File: config.mk
export PLATFORM = sky130hd
export DESIGN_NAME = ahb_bus_matrix_in_stage
export DESIGN_NICKNAME = d
export VERILOG_FILES = /design/src/rtl/ahb_bus_matrix_in_stage_pkg.sv /design/src/rtl/ahb_bus_matrix_in_stage.sv
export SDC_FILE = /design/constraint.sdc
export NUM_CORES = 1
export LEC_CHECK = 0
export BUFFER_PORTS_ARGS = -buffer_cell sky130_fd_sc_hd__clkbuf_2
export CAP_MARGIN = 10
export CORE_MARGIN = 2
export CORE_UTILIZATION = 40
export DETAILED_ROUTE_END_ITERATION = 16
export PLACE_DENSITY = 0.78
export SKIP_LAST_GASP = 1
export SYNTH_ARGS = -nofsm -noshare
export SYNTH_HDL_FRONTEND = slang
export SYNTH_SLANG_ARGS = --single-unit
File: constraint.sdc
create_clock -name HCLK -period 1.4 [get_ports HCLK]
set_input_delay 0.28 -clock HCLK [delete_from_list [all_inputs] [get_ports HCLK]]
set_output_delay 0.28 -clock HCLK [all_outputs]
set_load 0.02 [all_outputs]
File: src/rtl/ahb_bus_matrix_in_stage_pkg.sv
// Shared AHB encodings for the bus matrix slave-port input stage, decoder,
// output stage and default slave.
package ahb_bus_matrix_in_stage_pkg;

    typedef enum logic [1:0] {
        TRANS_IDLE   = 2'b00,
        TRANS_BUSY   = 2'b01,
        TRANS_NONSEQ = 2'b10,
        TRANS_SEQ    = 2'b11
    } htrans_t;

    typedef enum logic [1:0] {
        RESP_OKAY  = 2'b00,
        RESP_ERROR = 2'b01,
        RESP_RETRY = 2'b10,
        RESP_SPLIT = 2'b11
    } hresp_t;

    // State of the holding-register flag.
    typedef enum logic {
        ST_PASS = 1'b0,
        ST_HOLD = 1'b1
    } hold_state_t;

    // NONSEQ and SEQ both have bit 1 set; IDLE and BUSY do not.
    function automatic logic is_active_trans(input logic [1:0] trans);
        return trans[1];
    endfunction

endpackage

File: src/rtl/ahb_bus_matrix_in_stage.sv
// Slave-port input stage: captures an address phase the output stage cannot
// take yet, stalls the master until granted, and returns HREADYOUTS/HRESPS.
module ahb_bus_matrix_in_stage
    import ahb_bus_matrix_in_stage_pkg::*;
#(
    parameter int ADDR_WIDTH = 32,
    parameter int MW         = 4
) (
    input  logic                  HCLK,
    input  logic                  HRESET,
    input  logic                  HSELS,
    input  logic [ADDR_WIDTH-1:0] HADDRS,
    input  logic [1:0]            HTRANSS,
    input  logic                  HWRITES,
    input  logic [2:0]            HSIZES,
    input  logic [2:0]            HBURSTS,
    input  logic [3:0]            HPROTS,
    input  logic [MW-1:0]         HMASTERS,
    input  logic                  HMASTLOCKS,
    input  logic                  HREADYS,
    output logic                  HREADYOUTS,
    output logic [1:0]            HRESPS,
    output logic                  sel_op,
    output logic [ADDR_WIDTH-1:0] addr_op,
    output logic [1:0]            trans_op,
    output logic                  write_op,
    output logic [2:0]            size_op,
    output logic [2:0]            burst_op,
    output logic [3:0]            prot_op,
    output logic [MW-1:0]         master_op,
    output logic                  mastlock_op,
    output logic                  held_tran_op,
    input  logic                  active_op,
    input  logic                  readyout_op,
    input  logic [1:0]            resp_op
);

    logic                  valid_tran;
    logic                  reg_hold;
    logic                  dphase_reg;
    hold_state_t           state_reg;
    hold_state_t           state_next;

    logic [ADDR_WIDTH-1:0] addr_reg;
    logic [1:0]            trans_reg;
    logic                  write_reg;
    logic [2:0]            size_reg;
    logic [2:0]            burst_reg;
    logic [3:0]            prot_reg;
    logic [MW-1:0]         master_reg;
    logic                  mastlock_reg;

    assign valid_tran = HSELS & is_active_trans(HTRANSS) & HREADYS;

    // Hold flag: state register
    always_ff @(posedge HCLK or posedge HRESET) begin
        if (HRESET) begin
            state_reg <= ST_PASS;
        end else begin
            state_reg <= state_next;
        end
    end

    // Hold flag: next state. Entry and exit cannot coincide because the
    // stall in ST_HOLD keeps HREADYS low.
    always_comb begin
        state_next = state_reg;
        case (state_reg)
            ST_PASS: if (valid_tran && !active_op) state_next = ST_HOLD;
            ST_HOLD: if (active_op)                state_next = ST_PASS;
            default:                               state_next = ST_PASS;
        endcase
    end

    assign reg_hold = (state_reg == ST_HOLD);

    // Address-phase copy, refreshed on every completed bus cycle.
    always_ff @(posedge HCLK or posedge HRESET) begin
        if (HRESET) begin
            addr_reg     <= '0;
            trans_reg    <= '0;
            write_reg    <= 1'b0;
            size_reg     <= '0;
            burst_reg    <= '0;
            prot_reg     <= '0;
            master_reg   <= '0;
            mastlock_reg <= 1'b0;
        end else if (HREADYS) begin
            addr_reg     <= HADDRS;
            trans_reg    <= HTRANSS;
            write_reg    <= HWRITES;
            size_reg     <= HSIZES;
            burst_reg    <= HBURSTS;
            prot_reg     <= HPROTS;
            master_reg   <= HMASTERS;
            mastlock_reg <= HMASTLOCKS;
        end
    end

    // A held transfer that gets granted enters its data phase directly.
    always_ff @(posedge HCLK or posedge HRESET) begin
        if (HRESET) begin
            dphase_reg <= 1'b0;
        end else if (HREADYS) begin
            dphase_reg <= valid_tran & active_op;
        end else if (reg_hold && active_op) begin
            dphase_reg <= 1'b1;
        end
    end

    // Outputs: bundle mux and master-facing response
    always_comb begin
        held_tran_op = reg_hold;
        if (reg_hold) begin
            sel_op      = 1'b1;
            addr_op     = addr_reg;
            trans_op    = trans_reg;
            write_op    = write_reg;
            size_op     = size_reg;
            burst_op    = burst_reg;
            prot_op     = prot_reg;
            master_op   = master_reg;
            mastlock_op = mastlock_reg;
        end else begin
            sel_op      = HSELS;
            addr_op     = HADDRS;
            trans_op    = HTRANSS;
            write_op    = HWRITES;
            size_op     = HSIZES;
            burst_op    = HBURSTS;
            prot_op     = HPROTS;
            master_op   = HMASTERS;
            mastlock_op = HMASTLOCKS;
        end

        if (reg_hold) begin
            HREADYOUTS = 1'b0;
            HRESPS     = RESP_OKAY;
        end else if (dphase_reg) begin
            HREADYOUTS = readyout_op;
            HRESPS     = resp_op;
        end else begin
            HREADYOUTS = 1'b1;
            HRESPS     = RESP_OKAY;
        end
    end

endmodule

==> impl_metrics.ini, run 1 <==
[cts]
clkTransAtPathRegs_ns = 0.09
clock-sinks = 52
cts_tree = built
cts-root-buf = clkbuf_8
clkLatencyLatePin_ns = 0.30
cts_buffer_depth = 2
cts_buffers = 5
cts.htree.levels = 2

[sta]
finalWorstSetupSlack_ns = -0.371
fin_crit_sh_pct = 127
slew_headroom_pct = 74.7
setup-tns-final_ns = -17.29
hold_viol_final = 0
fmax_mhz = 565
fin_worst_skew_ns = 0.00248
rsz0062_at_grt = yes
finalSetupViolCount = 55
maxSlewViolCount = 0
tightest_slew_ns = 0.378
period_minus_slack_ns = 1.77
fin_hold_ws_ns = 0.180

[die]
floorplan.initialDensity_pct = 41.0
dieArea_mm2 = 0.00760
fp.dieH_um = 87.2
core_mm2 = 0.00676
die_x_um = 87.2
num_io_pins = 113
rows = 30

[place]
portBuffers = 112
place_inst = 364
dp_hpwl_um = 3880
gp_congestion = 0.722

[layout]
drive_above_1_share_pct = 79.6
layout_commonest_cell = clkbuf_2
final_cell_mix = 77 x clkbuf_2, 59 x mux2_2, 51 x dfrtp_1
antenna_cells = 0
fin_cells = 379
area_growth_pct = 38.1
largest_reg_flops = 32
num-fill-cells = 582
fin_nets = 357

[critical_path]
end_kind = output port
crit_buf_inv = 3
critPathTopFamily = buffers and inverters
path_class = reg -> out
cp-start-kind = flip-flop
cp_slowest_cell = dfrtp_2
cp_cell_sequence = buf_4, buf_16, mux2_4, clkbuf_8
crit_start = held_tran_op
r2r-start = held_tran_op
crit_fanout = 10
slowest_delay_ns = 0.44
critical_path_arrival_ns = 1.49
cp.required_ns = 1.12

[route]
num_vias = 1852
dr.pass1.iters = 2
routed_wirelength_um = 5530
remaining_drc_errors = 0
postRouteAntennaNets = 0
wire_per_inst_um = 14.6
vias_per_cell = 4.89
drt-initial-drc-count = 12

[outcome]
violations = negative setup slack
status = finished with violations

[yosys]
netlist_area_mm2 = 0.00277
synth.distinct_cells = 13
ys_ff_latch = 52
yosysSeqAreaShare_pct = 47.0
syn_inst = 175
synth_fp_nets = 233
syn_area_per_cell_um2 = 15.8
yosys_warnings = 0

[job]
maxCapViolCount = 0

[worst_hold_path]
worstHoldPathType = in -> reg
hold_path_startpoint = active_op

[power_and_ir_drop]
leakage_nw = 1.85
power_mw = 3.55
vdd_drop_max_v = 0.000387
power_density_mw_per_mm2 = 927

[global_route]
grt_pass1_vias = 1905
grt_pass1_wl_um = 8710
grt_usage_pct = 14.4
antenna_found_initial = 0
grt_max_degree = 30
grt-ovfl-total = 0
path summary, 6_finish.rpt:
kind	slack (ns)	cells after the start	endpoint
max	-0.37	4	addr_op[28]
min	0.18	2	held_tran_op
max reg2reg	0.34	4	held_tran_op
min reg2reg	0.51	1	addr_reg[2]
max in group asynchronous	0.46	4	addr_reg[4]
min in group asynchronous	0.52	3	burst_reg[2]
cell type report:
type	count	area, um^2	area share, %
Clock buffer	6	72.6	1.90
Clock inverter	1	5.00	0.131
Inverter	2	11.3	0.294
Multi-Input combinational cell	109	1340	35.1
Sequential cell	52	1300	34.1
Tap cell	80	100	2.62
Timing Repair Buffer	129	992	25.9
cell usage after synthesis, drive strengths merged:
cell,instances,area [um^2]
buf,12,129
and3b,2,17.5
mux2,100,1280
or2,1,6.26
nand4,1,6.26
inv,2,7.51
o21ai,1,5.00
dfrtp,52,1300
a21oi,2,10.0
a31oi,1,6.26
nor2,1,3.75
routing by layer:
layer	part of all wire [%]	track usage, %
met5	0	0
met3	5.9	3.60
met2	51	26.1
met4	0.89	3.36
met1	42	17.2
through the flow:
| step | instance area, um^2 | util, % | worst slack, ns |
|---|---|---|---|
| 3_5_place_dp | 3450 | 51.0 | -0.0537 |
| 2_1_floorplan | 2770 | - | 0.0353 |
| 5_1_grt | 3820 | 56.6 | -0.412 |
| 3_3_place_gp | 3450 | 51.0 | -0.0234 |
| 6_report | 3820 | 56.6 | -0.371 |
| 4_1_cts | 3680 | 54.4 | -0.386 |
what timing repair did:
| action | CTS | global route |
|---|---|---|
| cloned | 1 | 1 |
| setup endpoints to repair | 55 | 55 |
| pin swaps | 1 | 0 |
| hold endpoints to repair | 13 | 0 |
| gates resized for setup | 26 | 63 |
| buffers inserted | 3 | 3 |
| hold buffers | 1 | 0 |
report_power, final:
part / leakage (nW) / switching (mW) / internal, mW
sequential: 0.610 / 0.0779 / 1.65
clock: 0.0410 / 0.454 / 0.341
combinational: 1.20 / 0.443 / 0.581
logic make-up after synthesis:
group	Yosys count	synth area share, %
and+or+nand+nor	5	1.22
DFF	52	47.0
muxes	100	46.1
buffers and inverters	14	4.93
AOI/OAI and AO/OA	4	0.768
Power figures use the tool's default switching activity.
==> run 2, diff against run 1 <==
--- a/config.mk
+++ b/config.mk
@@ -11,6 +11,7 @@
 export CORE_UTILIZATION = 40
 export DETAILED_ROUTE_END_ITERATION = 16
 export PLACE_DENSITY = 0.78
+export RECOVER_POWER = 100
 export SKIP_LAST_GASP = 1
 export SYNTH_ARGS = -nofsm -noshare
 export SYNTH_HDL_FRONTEND = slang
==> run 2 against run 1 <==
  * The flow still finishes with violations (negative setup slack)
  * Via count is essentially flat
  * Non-clock buffer count is the same
  * Die area is the same
  * Design area shrank 1.6%
  * Setup slack gained 0.00098 ns
  * Combinational power is essentially flat
  * Flip-flop and latch count is the same
  * Routed wire length shrank 0.16%
  * Sequential share of layout area grew 0.57 points
  * Count of clock-buffer cells in the layout is the same
  * Register-to-register slack is essentially flat
  * Critical path depth is the same
  * Largest cell class unchanged
  * Highest routed layer unchanged
==> impl_metrics.ini, run 2 (synthesized netlist as in run 1, its figures left out) <==
[sta]
slew_headroom_pct = 51.9
finalWorstSetupSlack_ns = -0.370
fin_crit_sh_pct = 126
fin_worst_skew_ns = 0.00243
rsz0062_at_grt = yes
period_minus_slack_ns = 1.77
maxSlewViolCount = 0
setup-tns-final_ns = -17.25
fmax_mhz = 565
tightest_slew_ns = 0.718
hold_viol_final = 0
finalSetupViolCount = 55
fin_hold_ws_ns = 0.176

[global_route]
grt_usage_pct = 14.4
grt_pass1_wl_um = 8710
antenna_found_initial = 0
grt_pass1_vias = 1905
grt-ovfl-total = 0
grt_max_degree = 30

[critical_path]
ff2ff_setup_slack_ns = 0.35
crit_fanout = 10
path_class = reg -> out
critical_path_arrival_ns = 1.49
cp.required_ns = 1.12
reg2reg_depth = 4
cp-start-kind = flip-flop
r2r-end = held_tran_op
r2r-start = held_tran_op
end_kind = output port

[layout]
fin_nets = 357
layout_commonest_cell = clkbuf_2
final_cell_mix = 80 x clkbuf_2, 59 x mux2_2, 51 x dfrtp_1
final_area_mm2 = 0.00376
num-fill-cells = 592
antenna_cells = 0
largest_reg_flops = 32
drive_above_1_share_pct = 77.9
area_growth_pct = 35.9
utilization_pct = 55.7
regArea_mm2 = 0.00130
multi_input_comb_area_mm2 = 0.00133

[die]
core_mm2 = 0.00676
rows = 30
die_x_um = 87.2
floorplan.initialDensity_pct = 41.0
num_io_pins = 113
fp.dieH_um = 87.2
dieArea_mm2 = 0.00760

[power_and_ir_drop]
power_density_mw_per_mm2 = 934
vdd_drop_max_v = 0.000386
leakage_nw = 1.81

[place]
placed_cell_area_mm2 = 0.00345
portBuffers = 112
dp_hpwl_um = 3880
gp_congestion = 0.722
preCtsSetupSlack_ns = -0.0537

[worst_hold_path]
holdPathStages = 2
worstHoldEndpoint = held_tran_op
hold_path_startpoint = active_op
worstHoldPathType = in -> reg

[route]
drt-initial-drc-count = 12
routed_wirelength_um = 5520
dr.pass1.iters = 2
remaining_drc_errors = 0
vias_per_cell = 4.88
num_vias = 1851
wire_per_inst_um = 14.6
postRouteAntennaNets = 0

[cts]
cts_tree = built
clkLatencyLatePin_ns = 0.30
clock-sinks = 52
cts_buffers = 5
clkTransAtPathRegs_ns = 0.08
cts_buffer_depth = 2
cts.htree.levels = 2
cts-root-buf = clkbuf_8

[job]
maxCapViolCount = 0

[outcome]
violations = negative setup slack
status = finished with violations
run 2: cell count changes in the layout (fill, tap and decap cells not counted):
| cell | before | now |
|---|---|---|
| clkbuf_1 | 1 | 2 |
| clkinvlp_2 | 0 | 1 |
| buf_6 | 18 | 19 |
| buf_12 | 5 | 2 |
| clkinvlp_4 | 1 | 0 |
| clkbuf_2 | 77 | 80 |
| mux2_1 | 0 | 4 |
| buf_4 | 7 | 5 |
| mux2_4 | 41 | 37 |
run 2: worst max path at each step:
| stage | from | end | slack, ns | depth (start not counted) |
|---|---|---|---|---|
| floorplan | held_tran_op | addr_op[10] | 0.04 | 3 |
| global placement | held_tran_op | mastlock_op | -0.02 | 3 |
| detailed placement | held_tran_op | addr_op[3] | -0.05 | 3 |
| CTS | held_tran_op | addr_op[8] | -0.39 | 3 |
| global route | held_tran_op | mastlock_op | -0.41 | 3 |
| finish | held_tran_op | addr_op[28] | -0.37 | 4 |
run 2: per-stage QoR:
stage                     power, mW  std cells
after global placement         2.64        364
after CTS                      3.54        375
after floorplan                2.37        175
after detailed placement       2.66        364
final                          3.52        379
after global routing           3.71        379
run 2: timing repair:
item	in CTS	in global routing
setup buffers	3	3
endpoints found under the setup margin	55	55
hold buffers	1	0
gates resized for setup	26	63
endpoints found under the hold margin	13	0
gates cloned	1	1
pin swaps	1	0
run 2: routing by layer:
layer | wire (um) | track usage (%)
met1 | 2290 | 17.2
met2 | 2850 | 26.1
met3 | 329 | 3.60
met4 | 49 | 3.36
met5 | 0 | 0
run 2: cell type report:
class                      count  area share [%]
tap                           80            2.66
clock buffer                   6            1.93
multi-input combinational    109            35.3
sequential                    52            34.6
clock inverter                 1           0.133
timing repair buffer         129            25.2
inverter                       2           0.233
run 2: power breakdown:
group / internal, mW / switching [mW] / leakage [nW]
sequential: 1.65 / 0.0770 / 0.610
clock: 0.341 / 0.453 / 0.0410
combinational: 0.558 / 0.439 / 1.16
total: 2.55 / 0.968 / 1.81
run 2: critical path: stages (launching register included):
cell	delay, ns
dfrtp_2	0.44
buf_4	0.16
buf_16	0.14
mux2_4	0.30
clkbuf_8	0.15
